<file path="config.mk">
export PLATFORM = sky130hd
export DESIGN_NAME = alu_rotate_sequencer
export DESIGN_NICKNAME = d
export VERILOG_FILES = /design/src/rtl/alu_rotate_sequencer.sv
export SDC_FILE = /design/constraint.sdc
export NUM_CORES = 1
export LEC_CHECK = 0
export BUFFER_PORTS_ARGS = -buffer_cell sky130_fd_sc_hd__buf_2
export CAP_MARGIN = 40
export CORE_MARGIN = 2
export CORE_UTILIZATION = 50
export CTS_CLUSTER_DIAMETER = 30
export DETAILED_ROUTE_END_ITERATION = 7
export PLACE_DENSITY_LB_ADDON = 0.3
export SYNTH_ARGS = -nofsm -noshare
export SYNTH_HDL_FRONTEND = slang
export SYNTH_SLANG_ARGS = --single-unit
</file>
<file path="constraint.sdc">
create_clock -name clk -period 1.7 [get_ports clk]
set_clock_uncertainty 0.05 [all_clocks]
set_input_delay 0.17 -clock clk [delete_from_list [all_inputs] [get_ports clk]]
set_output_delay 0.17 -clock clk [all_outputs]
set_load 0.05 [all_outputs]
</file>
<file path="src/rtl/alu_rotate_sequencer.sv">
// alu_rotate_sequencer
//
// Multi-cycle rotate unit. A command (operand, amount, direction) is taken
// over a valid/ready handshake. The unit then applies a single-bit
// rotate-right once per clock until the effective amount is used up. A left
// rotate is turned into a right rotate by the complementary amount, so only
// one datapath direction exists.
//
// Handshake rules (both ports): a transfer happens on a rising edge where
// valid and ready are both high. The unit never drops a result while
// out_valid is high and out_ready is low, and it ignores in_valid while
// in_ready is low. in_ready depends combinationally on out_ready, so a
// finished result and a new command can transfer on the same edge.
//
// Ports
//   clk        : clock, rising-edge active
//   rst_n      : asynchronous active-low reset
//   in_valid   : command valid
//   in_ready   : unit can take a command this cycle
//   in_data    : N-bit operand
//   in_amount  : rotate amount, 0..N-1
//   in_left    : 1 = rotate left, 0 = rotate right
//   out_valid  : result valid (DONE state)
//   out_ready  : consumer takes the result
//   out_data   : rotated result, always driven from the data register
//   busy       : unit is in ROTATE or DONE
//   dbg_state  : current FSM state encoding, for observation only

module alu_rotate_sequencer #(
    parameter int N  = 8,
    parameter int SW = $clog2(N)
) (
    input  logic          clk,
    input  logic          rst_n,
    input  logic          in_valid,
    output logic          in_ready,
    input  logic [N-1:0]  in_data,
    input  logic [SW-1:0] in_amount,
    input  logic          in_left,
    output logic          out_valid,
    input  logic          out_ready,
    output logic [N-1:0]  out_data,
    output logic          busy,
    output logic [1:0]    dbg_state
);

    typedef enum logic [1:0] {
        IDLE   = 2'd0,
        ROTATE = 2'd1,
        DONE   = 2'd2
    } state_t;

    state_t        state_q, state_d;
    logic [N-1:0]  data_q,  data_d;
    logic [SW-1:0] count_q, count_d;

    logic [SW-1:0] eff_amount;
    logic          accept;

    // Left by a equals right by (N - a) mod N; with N a power of two the
    // modulo is just the SW-bit truncation of the negation.
    assign eff_amount = in_left ? (SW'(0) - in_amount) : in_amount;

    assign in_ready  = (state_q == IDLE) || ((state_q == DONE) && out_ready);
    assign accept    = in_valid && in_ready;
    assign out_valid = (state_q == DONE);
    assign out_data  = data_q;
    assign busy      = (state_q != IDLE);
    assign dbg_state = state_q;

    always_ff @(posedge clk or negedge rst_n) begin
        if (!rst_n) begin
            state_q <= IDLE;
            data_q  <= '0;
            count_q <= '0;
        end else begin
            state_q <= state_d;
            data_q  <= data_d;
            count_q <= count_d;
        end
    end

    always_comb begin
        state_d = state_q;
        data_d  = data_q;
        count_d = count_q;

        unique case (state_q)
            IDLE: begin
                if (accept) begin
                    data_d  = in_data;
                    count_d = eff_amount;
                    state_d = (eff_amount != '0) ? ROTATE : DONE;
                end
            end

            ROTATE: begin
                data_d  = {data_q[0], data_q[N-1:1]};
                count_d = count_q - 1'b1;
                // Exit on the last step so count_q never wraps below zero.
                if (count_q == SW'(1)) begin
                    state_d = DONE;
                end
            end

            DONE: begin
                if (out_ready) begin
                    if (accept) begin
                        // Result leaves and the next command enters on the
                        // same edge, keeping a bubble-free stream.
                        data_d  = in_data;
                        count_d = eff_amount;
                        state_d = (eff_amount != '0) ? ROTATE : DONE;
                    end else begin
                        state_d = IDLE;
                    end
                end
            end

            default: begin
                state_d = IDLE;
            end
        endcase
    end

endmodule
</file>
==> impl_summary.log <==
[metrics] initial antenna violation count: 0
[metrics] floorplan die width: 42.8 um
[metrics] worst-case reg-to-reg path depth: 4
[metrics] number of non-filler instances in the completed layout: 126
[metrics] unrepaired setup endpoints after global routing: no
[metrics] largest net degree at the start of global routing: 14
[metrics] buffer depth of the longest clock path: 2
[metrics] DR WL/cell: 11.9 um
[metrics] Skew-Pair Late Insertion Delay: 260 ps
[metrics] asr flop ratio synth: 1.00
[metrics] maximum level of the CTS H-tree: 1
[metrics] largest cells by area after synthesis: dfrtp_1 43%, nor2_1 7.0%, ha_1 6.6%
[metrics] Design Power: 2140 uW
[metrics] number of standard-cell rows in the floorplan: 14
[metrics] total met3 wirelength after detailed routing: 79 um
[metrics] average size of a mapped cell: 9.55 um2
[metrics] number of different library cells in the post-synthesis netlist: 26
[metrics] I/O Pins: 29
[metrics] number of optimization iterations in the first detailed-route pass: 4
[metrics] instance count of the mapped netlist: 79
[metrics] register clock-pin slew on the reported worst setup and hold paths: 80 ps
[metrics] Starting DRT DRC Count: 18
[metrics] share of layout cells above drive strength 1: 0.373
[metrics] top-area cell type share of the netlist area: 0.431
[metrics] synthesis-to-layout area growth: 23.7%
[metrics] Setup Crit Path Kind: reg -> out
[metrics] outcome: complete, no violations
[metrics] max-cap violation count: 0
[metrics] total power density per cell area: 2290 nW/um2
[metrics] sum of negative setup slack: 0 ps
[metrics] CTS tree: built
[metrics] Vias per Instance: 5.26
[metrics] y dimension of the die: 42.8 um
[metrics] wire length of the first global-routing pass: 2570 um
[metrics] Post-Place Cells: 121
[metrics] total number of nets in the final design: 131
[metrics] final max-slew violation count: 0
[metrics] vias in the first global route: 622
[metrics] Fill cells: 134
[metrics] Pleak: 0.000476 uW
[metrics] time the worst path needs with I/O delays and setup: 1560 ps
[metrics] maximum clock frequency: 0.643 GHz
[metrics] Remaining Overflow, GRT: 0
[metrics] count of port buffers added during placement: 28
[metrics] Total Routing Usage GR: 0.188
[metrics] arrival time of the worst setup path: 1340 ps
[metrics] Hold Fails Final Rpt: 0
[metrics] met2 routed WL: 752 um
[metrics] highest metal layer used by the detailed router: met4
[metrics] worst voltage drop across the vdd grid: 1130 uV
[metrics] die outline area: 1840 um2
[metrics] total via count in the routed design: 663
[metrics] measured slew at the worst slew-check pin: 290 ps
[metrics] count of cells along the worst hold path: 3
[metrics] Diodes inserted: 0
[metrics] register bit count reported by yosys: 13
[metrics] setup slack at placement: 342 ps
[metrics] share of synthesized area occupied by flip-flops and latches: 0.431
[metrics] DRC violation count after routing: 0
[metrics] maximum fanout count along the critical path: 7
[metrics] synth cell count leaders: 14 x nor2_1, 13 x dfrtp_1, 9 x nand2_1
[metrics] Setup violations, final: 0
[metrics] most used standard cell by instance count after synthesis: nor2_1
[metrics] root buffer cell: clkbuf_4
[metrics] DRT antenna net count: 0
[metrics] final core occ: 0.642
[metrics] Data required, critical path: 1480 ps
[metrics] share of the clock period used by the worst path: 0.915
[metrics] effective utilization at floorplan: 0.519
[metrics] Setup crit end kind: output port
[metrics] library cell with the largest summed area after synthesis: dfrtp_1
[metrics] Net Count, Synth: 99
[metrics] aggregate routed wire length: 1500 um
[metrics] synth warn: 0
[metrics] number of sinks on the clock net: 13
[metrics] Relative slew margins: 0.807
[metrics] Final WS setup: 144 ps
[metrics] kind of launch point of the worst setup path: flip-flop
[metrics] Final GP Congestion: 0.831
[metrics] hold-fix buffers at CTS: 1
[metrics] cell area after synthesis: 754 um2
[metrics] number of buffers inserted during clock tree synthesis: 3
[metrics] number of enable-type register cells in the synthesized netlist: 0
[metrics] setup fix buffers added after clock tree synthesis: 0
[metrics] Core ar.: 1450 um2
[metrics] post-cts resize count: 0
[metrics] most common flop cell mapped by yosys: dfrtp_1
[metrics] type of the tightest min-delay check: in -> reg
[metrics] wire length the detailed router placed on met1: 659 um
## where the power goes
group | switching [uW] | internal [uW]
clock | 97.0 | 90.6
sequential | 137 | 471
combinational | 941 | 405
total | 1170 | 967
## critical path: stages, from the launching register on
cell and delay [ps]:
dfrtp_1 460, and2b_2 280, nor2_2 80, buf_2 260
## cell usage in the layout (no fill, tap or decap), drive strengths merged, types with 2 or more instances in the layout
cell | synthesis | final
o22ai | 5 | 5
and2b | 2 | 2
ha | 4 | 4
mux2i | 2 | 2
a31oi | 3 | 3
nand2b | 4 | 4
clkbuf | 0 | 4
a211oi | 2 | 2
dfrtp | 13 | 13
inv | 4 | 4
nor2b | 3 | 3
nor2 | 15 | 15
nand2 | 9 | 9
buf | 3 | 29
## registers in the layout, indices dropped and copies added, names as in the netlist
name,flops
dbg_state,2
out_data,8
count_q,3
## metal layers
metal	vias up	GRT usage
met5	-	0
met2	21	0.321
met3	2	0.0383
li1	332	-
met1	308	0.228
met4	0	0.0750
## path summary, 6_finish.rpt
kind / to / from / slack, ps
worst max-delay path: in_ready / dbg_state[1] / 140
worst min-delay path: out_data[1] / in_data[1] / 110
worst max register to register: out_data[4] / dbg_state[1] / 340
worst min register to register: out_data[1] / out_data[1] / 480
max in group asynchronous: out_data[6] / rst_n / 1110
min in group asynchronous: dbg_state[0] / rst_n / 270
## kinds of logic after synthesis
kind of cell             Yosys count  share of synthesized area
AND/OR/NAND/NOR                   37                      0.270
AO/OA/AOI/OAI                     15                      0.138
flip-flops                        13                      0.431
buffers and inverters              7                     0.0564
adder cells (fa/ha/maj)            4                     0.0663
multiplexers                       2                     0.0265
XOR/XNOR                           1                     0.0116
## metrics by stage
stage / area [um2] / hold slack [ps]
final: 933 / 106
after global routing: 933 / 111
after CTS: 933 / 105
after detailed placement: 897 / 22.3
after global placement: 897 / 23.9
after floorplan: 757 / -176
## final cells by class
class	count	area, um2	share of cell area
sequential	13	325	0.349
multi-input combinational	59	389	0.417
clock buffer	4	26.3	0.0282
inverter	4	15.0	0.0161
timing repair buffer	30	158	0.169
tap	16	20.0	0.0214
Power figures use the tool's default switching activity.
